[src/rtl/icache_pkg.sv]
// Shared types, default geometry and helpers for the direct-mapped instruction cache.
package icache_pkg;

    typedef enum logic [1:0] {
        IDLE,
        LOOKUP,
        MEM_WAIT
    } state_e;

    localparam int ICACHE_ADDR_W      = 16;
    localparam int ICACHE_WORD_W      = 32;
    localparam int ICACHE_BLOCK_WORDS = 4;
    localparam int ICACHE_INDEX_W     = 3;
    localparam int ICACHE_OFF_W       = $clog2(ICACHE_BLOCK_WORDS);
    localparam int ICACHE_TAG_W       = ICACHE_ADDR_W - ICACHE_INDEX_W - ICACHE_OFF_W;

    // Generic field extract so the caller's geometry parameters stay in control.
    function automatic logic [31:0] addr_field(input logic [31:0] addr,
                                               input int unsigned lsb,
                                               input int unsigned width);
        return (addr >> lsb) & ((32'd1 << width) - 32'd1);
    endfunction

    function automatic logic [31:0] sat_inc(input logic [31:0] cnt);
        return (cnt == 32'hFFFF_FFFF) ? cnt : cnt + 32'd1;
    endfunction

endpackage

[src/rtl/inst_cache_tags.sv]
// Tag/valid store: async-cleared valid bits, one-cycle flush, single write port, combinational hit.
module inst_cache_tags import icache_pkg::*; #(
    parameter int INDEX_W = ICACHE_INDEX_W,
    parameter int TAG_W   = ICACHE_TAG_W
) (
    input  logic               clk,
    input  logic               rst,
    input  logic               flush_i,
    input  logic               we_i,
    input  logic [INDEX_W-1:0] index_i,
    input  logic [TAG_W-1:0]   tag_i,
    output logic               hit_o
);

    localparam int LINES = 1 << INDEX_W;

    logic [TAG_W-1:0] tag_q [LINES];
    logic [LINES-1:0] valid_q;

    always_ff @(posedge clk or posedge rst) begin
        if (rst) begin
            valid_q <= '0;
        end else if (flush_i) begin
            valid_q <= '0;
        end else if (we_i) begin
            valid_q[index_i] <= 1'b1;
        end
    end

    // Tags are meaningless while their valid bit is clear, so they carry no reset.
    always_ff @(posedge clk) begin
        if (we_i) begin
            tag_q[index_i] <= tag_i;
        end
    end

    assign hit_o = valid_q[index_i] && (tag_q[index_i] == tag_i);

endmodule

[src/rtl/inst_cache_ctrl.sv]
// Direct-mapped instruction-cache controller: hit/miss FSM, DRAM block fill, SRAM control, counters.
module inst_cache_ctrl import icache_pkg::*; #(
    parameter int ADDR_W      = ICACHE_ADDR_W,
    parameter int WORD_W      = ICACHE_WORD_W,
    parameter int BLOCK_WORDS = ICACHE_BLOCK_WORDS,
    parameter int INDEX_W     = ICACHE_INDEX_W
) (
    input  logic                                clk,
    input  logic                                rst,
    input  logic                                cpu_req,
    input  logic [ADDR_W-1:0]                   cpu_addr,
    input  logic                                flush,
    output logic                                cpu_ready,
    output logic [WORD_W-1:0]                   cpu_inst,
    output logic                                mem_req,
    output logic [ADDR_W-$clog2(BLOCK_WORDS)-1:0] mem_addr,
    input  logic                                mem_ready,
    input  logic [BLOCK_WORDS-1:0][WORD_W-1:0]  mem_data,
    output logic                                sram_we,
    output logic [INDEX_W-1:0]                  sram_index,
    output logic [BLOCK_WORDS-1:0][WORD_W-1:0]  sram_wdata,
    input  logic [BLOCK_WORDS-1:0][WORD_W-1:0]  sram_rdata,
    output logic [31:0]                         hit_count,
    output logic [31:0]                         miss_count
);

    localparam int OFF_W = $clog2(BLOCK_WORDS);
    localparam int TAG_W = ADDR_W - INDEX_W - OFF_W;

    state_e                  state_q;
    logic [ADDR_W-1:0]       addr_q;
    logic                    cpu_ready_q;
    logic [WORD_W-1:0]       cpu_inst_q;
    logic                    mem_req_q;
    logic [ADDR_W-OFF_W-1:0] mem_addr_q;
    logic [31:0]             hit_cnt_q;
    logic [31:0]             miss_cnt_q;

    logic [TAG_W-1:0]   req_tag;
    logic [INDEX_W-1:0] req_index;
    logic [OFF_W-1:0]   req_off;
    logic               hit;
    logic               fill;

    assign req_tag   = TAG_W'(addr_field(32'(addr_q), OFF_W + INDEX_W, TAG_W));
    assign req_index = INDEX_W'(addr_field(32'(addr_q), OFF_W, INDEX_W));
    assign req_off   = OFF_W'(addr_field(32'(addr_q), 0, OFF_W));

    assign fill = (state_q == MEM_WAIT) && mem_ready;

    inst_cache_tags #(
        .INDEX_W(INDEX_W),
        .TAG_W  (TAG_W)
    ) u_tags (
        .clk    (clk),
        .rst    (rst),
        .flush_i(flush && (state_q == IDLE)),
        .we_i   (fill),
        .index_i(req_index),
        .tag_i  (req_tag),
        .hit_o  (hit)
    );

    always_ff @(posedge clk or posedge rst) begin
        if (rst) begin
            state_q     <= IDLE;
            addr_q      <= '0;
            cpu_ready_q <= 1'b0;
            cpu_inst_q  <= '0;
            mem_req_q   <= 1'b0;
            mem_addr_q  <= '0;
            hit_cnt_q   <= '0;
            miss_cnt_q  <= '0;
        end else begin
            cpu_ready_q <= 1'b0;
            case (state_q)
                IDLE: begin
                    // Flush wins over a simultaneous request; the request is simply dropped.
                    if (!flush && cpu_req) begin
                        addr_q  <= cpu_addr;
                        state_q <= LOOKUP;
                    end
                end
                LOOKUP: begin
                    if (hit) begin
                        cpu_inst_q  <= sram_rdata[req_off];
                        cpu_ready_q <= 1'b1;
                        hit_cnt_q   <= sat_inc(hit_cnt_q);
                        state_q     <= IDLE;
                    end else begin
                        mem_req_q  <= 1'b1;
                        mem_addr_q <= addr_q[ADDR_W-1:OFF_W];
                        miss_cnt_q <= sat_inc(miss_cnt_q);
                        state_q    <= MEM_WAIT;
                    end
                end
                MEM_WAIT: begin
                    // The refilled line is re-looked-up, so every miss also ends as a hit.
                    if (mem_ready) begin
                        mem_req_q <= 1'b0;
                        state_q   <= LOOKUP;
                    end
                end
                default: state_q <= IDLE;
            endcase
        end
    end

    assign cpu_ready  = cpu_ready_q;
    assign cpu_inst   = cpu_inst_q;
    assign mem_req    = mem_req_q;
    assign mem_addr   = mem_addr_q;
    assign sram_we    = fill;
    assign sram_index = req_index;
    assign sram_wdata = mem_data;
    assign hit_count  = hit_cnt_q;
    assign miss_count = miss_cnt_q;

endmodule

[config.mk]
export PLATFORM = sky130hd
export DESIGN_NAME = inst_cache_ctrl
export DESIGN_NICKNAME = d
export VERILOG_FILES = /design/src/rtl/icache_pkg.sv /design/src/rtl/inst_cache_tags.sv /design/src/rtl/inst_cache_ctrl.sv
export SDC_FILE = /design/constraint.sdc
export NUM_CORES = 1
export LEC_CHECK = 0
export BUFFER_PORTS_ARGS = -buffer_cell sky130_fd_sc_hd__buf_4
export CAP_MARGIN = 0
export CORE_ASPECT_RATIO = 0.6
export CORE_MARGIN = 4
export CORE_UTILIZATION = 25
export CTS_CLUSTER_DIAMETER = 80
export DETAILED_ROUTE_END_ITERATION = 12
export SETUP_SLACK_MARGIN = 0.3
export SYNTH_ARGS = -nofsm -noshare
export SYNTH_HDL_FRONTEND = slang
export SYNTH_SLANG_ARGS = --single-unit
[constraint.sdc]
create_clock -name clk -period 4 [get_ports clk]
set_clock_uncertainty 0.2 [all_clocks]
set_input_delay 0.2 -clock clk [delete_from_list [all_inputs] [get_ports clk]]
set_output_delay 0.2 -clock clk [all_outputs]
set_load 0.01 [all_outputs]
# --- After elaboration in Yosys (flattened, before gate mapping) ---
# Memories as Yosys holds them, arrays and structs flattened.
# Cells that the tools add are included.
word_totals:
  mem_bits_rw: 88
  latch_bits: 0
  memories: 1
  wordCells: 62
  reg_bits: 138
  input_bits: 277
  out_inout_bits: 244
  romBits: 0
classes:
  n_mul: 0
  n_addsub: 2
  n_eq_ne: 8
  muxes: 19
  reduce_logical: 16
  n_div: 0
  bitwise_logic: 4
  magnitude_cmp: 3
  shift: 0
memory_table:
  columns: ["name", "words", "width", "read_ports", "rd_ports_with_merged_regs", "write_ports", "line", "text"]
  rows:
  - ["u_tags.tag_q", 8, 11, 1, 0, 1, "inst_cache_tags.sv:17", "logic [TAG_W-1:0] tag_q [LINES];"]
op_table:
  columns: ["operator", "count"]
  rows:
  - ["32-bit by 1-bit adder with 32-bit output (second input constant)", 2]
  - ["32-bit binary-select mux with 2-bit select", 1]
  - ["32-bit equality test (second input constant)", 2]
  - ["32-bit 2-to-1 mux", 1]
  - ["8-bit 2-to-1 mux", 2]
  - ["11-bit equality test", 1]
  - ["3-bit AND reduction", 3]
  - ["1-bit 2-to-1 mux", 8]
  - ["8-bit OR", 1]
  - ["2-bit AND reduction", 4]
  - ["2-bit 2-to-1 mux", 3]
  - ["2-bit one-hot mux with 3 select lines", 1]
  - ["1-bit logical AND", 5]
  - ["3-bit by 4-bit < comparator with 1-bit output (second input constant)", 1]
  - ["2-bit != test (second input constant)", 2]
  - ["2-bit nonzero test", 2]
  - ["1-bit binary-select mux with 3-bit select", 1]
  - ["1-bit demux with 3-bit select", 1]
  - ["3-bit by 1-bit >= comparator with 1-bit output (second input constant)", 1]
  - ["2-bit by 3-bit < comparator with 1-bit output (second input constant)", 1]
  - ["1-bit inverter", 3]
  - ["2-bit by 1-bit equality test with 1-bit output (second input constant)", 1]
  - ["2-bit equality test (second input constant)", 1]
  - ["2-bit zero test", 1]
  - ["other kinds (3)", 3]

# --- Longest topological paths before layout ---
logic_depth:
  depth_word: 7
  mapped_depth: 12
  depth_no_buf: 8

# --- Cells and area by module ---
# From an unflattened synthesis, not the netlist that was laid out.
hier_totals:
  hier_cells: 904
  hier_area_um2: 11372.2
by_module_without_submodules:
  columns: ["mod", "area_per_inst_um2", "n_inst", "cells_each", "seq_area_each_um2"]
  rows:
  - ["inst_cache_ctrl", 7518.5, 1, 712, 3253.1]
  - ["inst_cache_tags", 3853.7, 1, 192, 2842.7]

# --- Least setup slack after synthesis ---
# No wires, ideal clock.
synth_timing:
  path_type: "flip-flop to flip-flop"
  start: "register addr_q[3]"
  end: "register hit_cnt_q[30], in the netlist hit_count[30]"
  setup_ns: 0.125
  period_less_slack_ns: 3.127
  setup_slack_ns: 0.873
  t_arrival_ns: 2.803
  path_buffers: 1
  required_time_ns: 3.675
  stages_incl_launch_ff: 10
  cell_sequence: "dfrtp_1 buf_2 mux4_2 mux2i_1 xor2_1 or3b_1 nor3_2 nand4_2 nor4_1 mux2_2"
synth_between:
  elab_chain_len: 4
  elab_cells_between_ends: 6
  classes_between: "eq/ne (1); mux (2); reduce/logical (2); memory (1)"
synth_rtl:
  columns: ["element", "line", "text"]
  rows:
  - ["from (decl)", "inst_cache_ctrl.sv:31", "logic [ADDR_W-1:0] addr_q;"]
  - ["from (signal assigned)", "inst_cache_ctrl.sv:80", "addr_q <= cpu_addr;"]
  - ["memory read 8 x 11 bit or 1-bit binary-select mux with 3-bit select (tied branches)", null, null]
  - ["11-bit equality test or 1-bit 2-to-1 mux (tied branches)", "inst_cache_tags.sv:37", "assign hit_o = valid_q[index_i] && (tag_q[index_i] == tag_i);"]
  - ["1-bit logical AND *", "inst_cache_tags.sv:37", null]
  - ["3-bit AND reduction (no source line) *", null, null]
  - ["to (signal assigned)", "inst_cache_ctrl.sv:88", "hit_cnt_q <= sat_inc(hit_cnt_q);"]
  - ["to (decl)", "inst_cache_ctrl.sv:36", "logic [31:0] hit_cnt_q;"]
# Mark *: on every way between the ends. The rest lies on a longest branch, timed or not. The select of a mux whose other input is x is not followed.
# A chain may end at the register's enable or synchronous reset.

# --- Worst setup path in the final report ---
layout_timing:
  start: "register addr_q[4]"
  end: "register hit_cnt_q[22], in the netlist hit_count[22]"
# The elaborated chain is that of the path after synthesis.

==> metrics.txt <==
# TYPE chip_impl_metric gauge
chip_impl_metric{name="synthesis.area_per_instance",unit="um2"} 13.6
chip_impl_metric{name="critPathMaxFanout",unit=""} 14
chip_impl_metric{name="synth_cell_types",unit=""} 48
chip_impl_info{name="unrepaired_setup_endpoints_after_global_routing",value="false"} 1
chip_impl_metric{name="final_layout_size_suffix_gt1_frac",unit=""} 0.437
chip_impl_metric{name="worstHoldPathCells",unit=""} 4
chip_impl_metric{name="wl_per_cell",unit="um"} 21.7
chip_impl_info{name="min-delay-path-class",value="primary input to flop"} 1
chip_impl_metric{name="tightestPinTransition",unit="ns"} 0.811
chip_impl_metric{name="p_leak",unit="nW"} 6.38
chip_impl_metric{name="cts.clk_slew.worst_paths",unit="ns"} 0.06
chip_impl_metric{name="wire_length_of_the_first_global_routing_pass",unit="um"} 52400
chip_impl_info{name="ctsRootBufferMaster",value="clkbuf_16"} 1
chip_impl_metric{name="share_of_synthesized_cell_area_in_full_adder_half_adder_and_majority_cells",unit=""} 0.00222
chip_impl_metric{name="antenna_cells_inserted",unit=""} 0
chip_impl_metric{name="gr-total-overflow",unit=""} 0
chip_impl_metric{name="drt_iter0_drc",unit=""} 512
chip_impl_info{name="final_common_cell",value="buf_4"} 1
chip_impl_metric{name="number_of_global_route_vias_before_repair",unit=""} 7906
chip_impl_info{name="synth_top_family_by_area",value="multiplexers"} 1
chip_impl_metric{name="synth_compound_area_frac",unit=""} 0.0176
chip_impl_metric{name="drt_pass1_iterations",unit=""} 5
chip_impl_metric{name="fmax",unit="GHz"} 0.294
chip_impl_metric{name="grt_start_max_net_pins",unit=""} 139
chip_impl_metric{name="flow.area_growth_from_synthesis",unit="%"} 32.1
chip_impl_metric{name="p_per_area",unit="nW/um2"} 572
chip_impl_info{name="critical_path.reg2reg.startpoint",value="addr_q[4]$_DFFE_PP0P_"} 1
chip_impl_metric{name="hold_violations_final",unit=""} 0
chip_impl_metric{name="holdWs",unit="ns"} 0.179
chip_impl_metric{name="detailedPlacementHpwl",unit="um"} 26000
chip_impl_metric{name="place_congestion",unit=""} 0.825
chip_impl_metric{name="combinationalPowerShare",unit=""} 0.322
chip_impl_metric{name="p_sw_frac",unit=""} 0.307
chip_impl_metric{name="global_route_usage_over_all_layers",unit=""} 0.143
chip_impl_metric{name="period_share",unit=""} 0.851
chip_impl_metric{name="clkLatencyLatePin",unit="ns"} 0.56
chip_impl_metric{name="drv.max_cap_violation_count",unit=""} 0
chip_impl_info{name="hold_path_end",value="state_q[0]$_DFFE_PP0P_"} 1
chip_impl_metric{name="initial_antenna_violation_count",unit=""} 3
chip_impl_metric{name="max-vdd-ir-drop",unit="mV"} 0.397
chip_impl_info{name="setup.worst_path.class",value="flop to flop"} 1
chip_impl_metric{name="floorplan.die.width",unit="um"} 282
chip_impl_metric{name="reg2reg_depth",unit=""} 10
chip_impl_metric{name="dpl-instance-area",unit="um2"} 13100
chip_impl_metric{name="final-setup-viol-count",unit=""} 0
chip_impl_metric{name="die_height",unit="um"} 172
chip_impl_metric{name="power_switching",unit="mW"} 2.61
chip_impl_metric{name="coreArea",unit="um2"} 43900
chip_impl_info{name="timing.hold.worst.start",value="cpu_req"} 1
chip_impl_info{name="crit_path_start_kind",value="flop"} 1
chip_impl_info{name="synth_ff_type",value="dfrtp_1"} 1
chip_impl_metric{name="sum_of_negative_setup_slack",unit="ns"} 0
chip_impl_metric{name="num_vias",unit=""} 7650
chip_impl_metric{name="synth_xor_xnor_area_share",unit=""} 0.0521
chip_impl_metric{name="totalWireLength",unit="um"} 36100
chip_impl_info{name="outcome",value="complete, no violations"} 1
chip_impl_info{name="most-common-layout-cells",value="288 x buf_4, 136 x dfrtp_1, 88 x edfxtp_1"} 1
chip_impl_metric{name="cts_setup_buffers",unit=""} 0
chip_impl_metric{name="synth_warnings",unit=""} 0
chip_impl_metric{name="async_reset_ff_frac",unit=""} 0.611
chip_impl_metric{name="ys_ff_latch",unit=""} 226
chip_impl_metric{name="bufs_on_longest_clock_path",unit=""} 3
chip_impl_metric{name="internal_power",unit="mW"} 5.89
chip_impl_metric{name="syn_nets",unit=""} 1106
chip_impl_metric{name="buffer_ports.inserted",unit=""} 264
chip_impl_metric{name="synth_sequential_area_ratio",unit=""} 0.541
chip_impl_metric{name="timing.max_slew.rel_slack",unit=""} 0.460
chip_impl_metric{name="ctsHtreeMaxLevel",unit=""} 1
chip_impl_metric{name="synthSimpleGateAreaFrac",unit=""} 0.0937
chip_impl_metric{name="power.share.sequential",unit=""} 0.374
chip_impl_info{name="worst_r2r_endpoint",value="hit_count[22]$_DFFE_PP0P_"} 1
chip_impl_metric{name="route.antenna.remaining_nets",unit=""} 0
chip_impl_metric{name="synth.cell_area",unit="um2"} 11300
chip_impl_metric{name="worst-endpoint-required",unit="ns"} 4.25
chip_impl_metric{name="dr_drc_count",unit=""} 0
chip_impl_metric{name="synth.mux.area_fraction",unit=""} 0.187
chip_impl_metric{name="routed_via_density",unit=""} 4.59
chip_impl_metric{name="timing.final.crit_period",unit="ns"} 3.40
chip_impl_metric{name="floorplan.initialDensity",unit=""} 0.256
chip_impl_metric{name="floorplan.die_area",unit="um2"} 48600
chip_impl_metric{name="report.final.slew_viol_count",unit=""} 0
chip_impl_metric{name="numClockSinks",unit=""} 226
chip_impl_metric{name="worst-endpoint-arrival",unit="ns"} 3.65
chip_impl_metric{name="numCtsBuffers",unit=""} 25
chip_impl_metric{name="final_nets",unit=""} 1347
chip_impl_metric{name="power.clock.fraction",unit=""} 0.304
chip_impl_metric{name="synth_edf_count",unit=""} 88
chip_impl_metric{name="fp-row-count",unit=""} 59
chip_impl_metric{name="final_area",unit="um2"} 14900
chip_impl_metric{name="reg2reg_slack",unit="ns"} 0.60
chip_impl_metric{name="synth_cells",unit=""} 827
chip_impl_metric{name="floorplan.io_pins",unit=""} 521
chip_impl_info{name="endpoint_kind",value="flop"} 1
chip_impl_info{name="tritoncts",value="done"} 1
[state kept, by name, indices dropped and copies added, names as in the netlist]
name / cells
u_tags.valid_q: 8
cpu_inst: 32
mem_addr: 14
miss_count: 32
mem_req: 1
hit_count: 32
cpu_ready: 1
addr_q: 16
u_tags.tag_q: 88
state_q: 2
[worst max-delay path, stage by stage, from the launching register on]
cell and delay [ns]:
dfrtp_1 0.55, buf_4 0.33, mux4_2 0.34, mux2i_1 0.17
xor2_1 0.31, nand2_1 0.12, nor3_2 0.29, nand4_2 0.21
buf_4 0.22, nor3_1 0.21, mux2_2 0.35
[kinds of logic after synthesis]
kind of cell,after synthesis
flip-flops,226
XOR/XNOR,67
AND/OR/NAND/NOR,191
buffers and inverters,176
multiplexers,140
AO/OA/AOI/OAI,25
adder cells (fa/ha/maj),2
[power groups by stage]
stage	clock network, mW	registers, mW	logic (mW)
floorplan	0	3.09	1.76
global placement	0	3.21	2.41
detailed placement	0	3.24	2.44
CTS	2.67	3.19	2.75
global route	2.77	3.24	2.95
finish	2.58	3.18	2.74
[per-layer routing]
| metal | up-vias | share of wire | GRT usage |
|---|---|---|---|
| met5 | - | 0.0017 | 0.0158 |
| li1 | 3365 | - | - |
| met3 | 54 | 0.11 | 0.0656 |
| met2 | 382 | 0.41 | 0.206 |
| met1 | 3845 | 0.46 | 0.198 |
| met4 | 4 | 0.019 | 0.0278 |
[cell usage after synthesis (4+ instances only)]
master    number  area, um2
and4_1         6       52.6
or2_2          4       25.0
mux2i_1       19        190
and3_1         7       43.8
nor2b_1        4       25.0
inv_1         14       52.6
nor4_1        14       87.6
xnor2_1       31        272
o21a_1        10       75.1
mux2_2        72        811
nor3_1        31        155
nand2b_1       6       37.5
nand2_1       38        143
buf_2         11       55.1
mux4_2        49       1100
nand4_1       14       87.6
nand3_1       24        120
clkbuf_1      12       45.0
and2_1         4       25.0
nor2_1        26       97.6
xor2_1        36        315
edfxtp_1      88       2640
buf_4        133        998
dfrtp_1      138       3450
[how the worst max path moves through the flow]
| stage | startpoint | to | cells past startpoint |
|---|---|---|---|
| final | addr_q[4]$_DFFE_PP0P_ | hit_count[22]$_DFFE_PP0P_ | 10 |
| after detailed placement | addr_q[3]$_DFFE_PP0P_ | hit_count[18]$_DFFE_PP0P_ | 10 |
| after floorplan | addr_q[3]$_DFFE_PP0P_ | hit_count[30]$_DFFE_PP0P_ | 9 |
| after global routing | addr_q[4]$_DFFE_PP0P_ | hit_count[22]$_DFFE_PP0P_ | 10 |
| after global placement | addr_q[4]$_DFFE_PP0P_ | hit_count[18]$_DFFE_PP0P_ | 10 |
| after CTS | addr_q[3]$_DFFE_PP0P_ | hit_count[18]$_DFFE_PP0P_ | 10 |
[cell type report]
| type | count | area [um2] |
|---|---|---|
| repair buffers | 376 | 3080 |
| clock inverters | 13 | 208 |
| well taps | 579 | 724 |
| fillers | 4268 | 29100 |
| multi-input cells | 425 | 4010 |
| clock buffers | 32 | 693 |
| inverters | 14 | 56.3 |
| flip-flops and latches | 226 | 6100 |
[metrics by stage]
| stage | total power [mW] | std cells | setup WS [ns] | utilization |
|---|---|---|---|---|
| after floorplan | 4.85 | 827 | 0.873 | - |
| after global placement | 5.62 | 1537 | 0.487 | 0.299 |
| after detailed placement | 5.68 | 1537 | 0.430 | 0.299 |
| after CTS | 8.61 | 1665 | 0.406 | 0.338 |
| after global routing | 8.96 | 1665 | 0.313 | 0.339 |
| final | 8.50 | 1665 | 0.596 | 0.339 |
[what timing repair did]
item                                    in CTS  in global routing
hold buffers                                83                  0
hold endpoints to repair                   196                  0
gates resized for setup                      0                  4
endpoints found under the setup margin       0                 10
(Power assumes the default switching activity.)
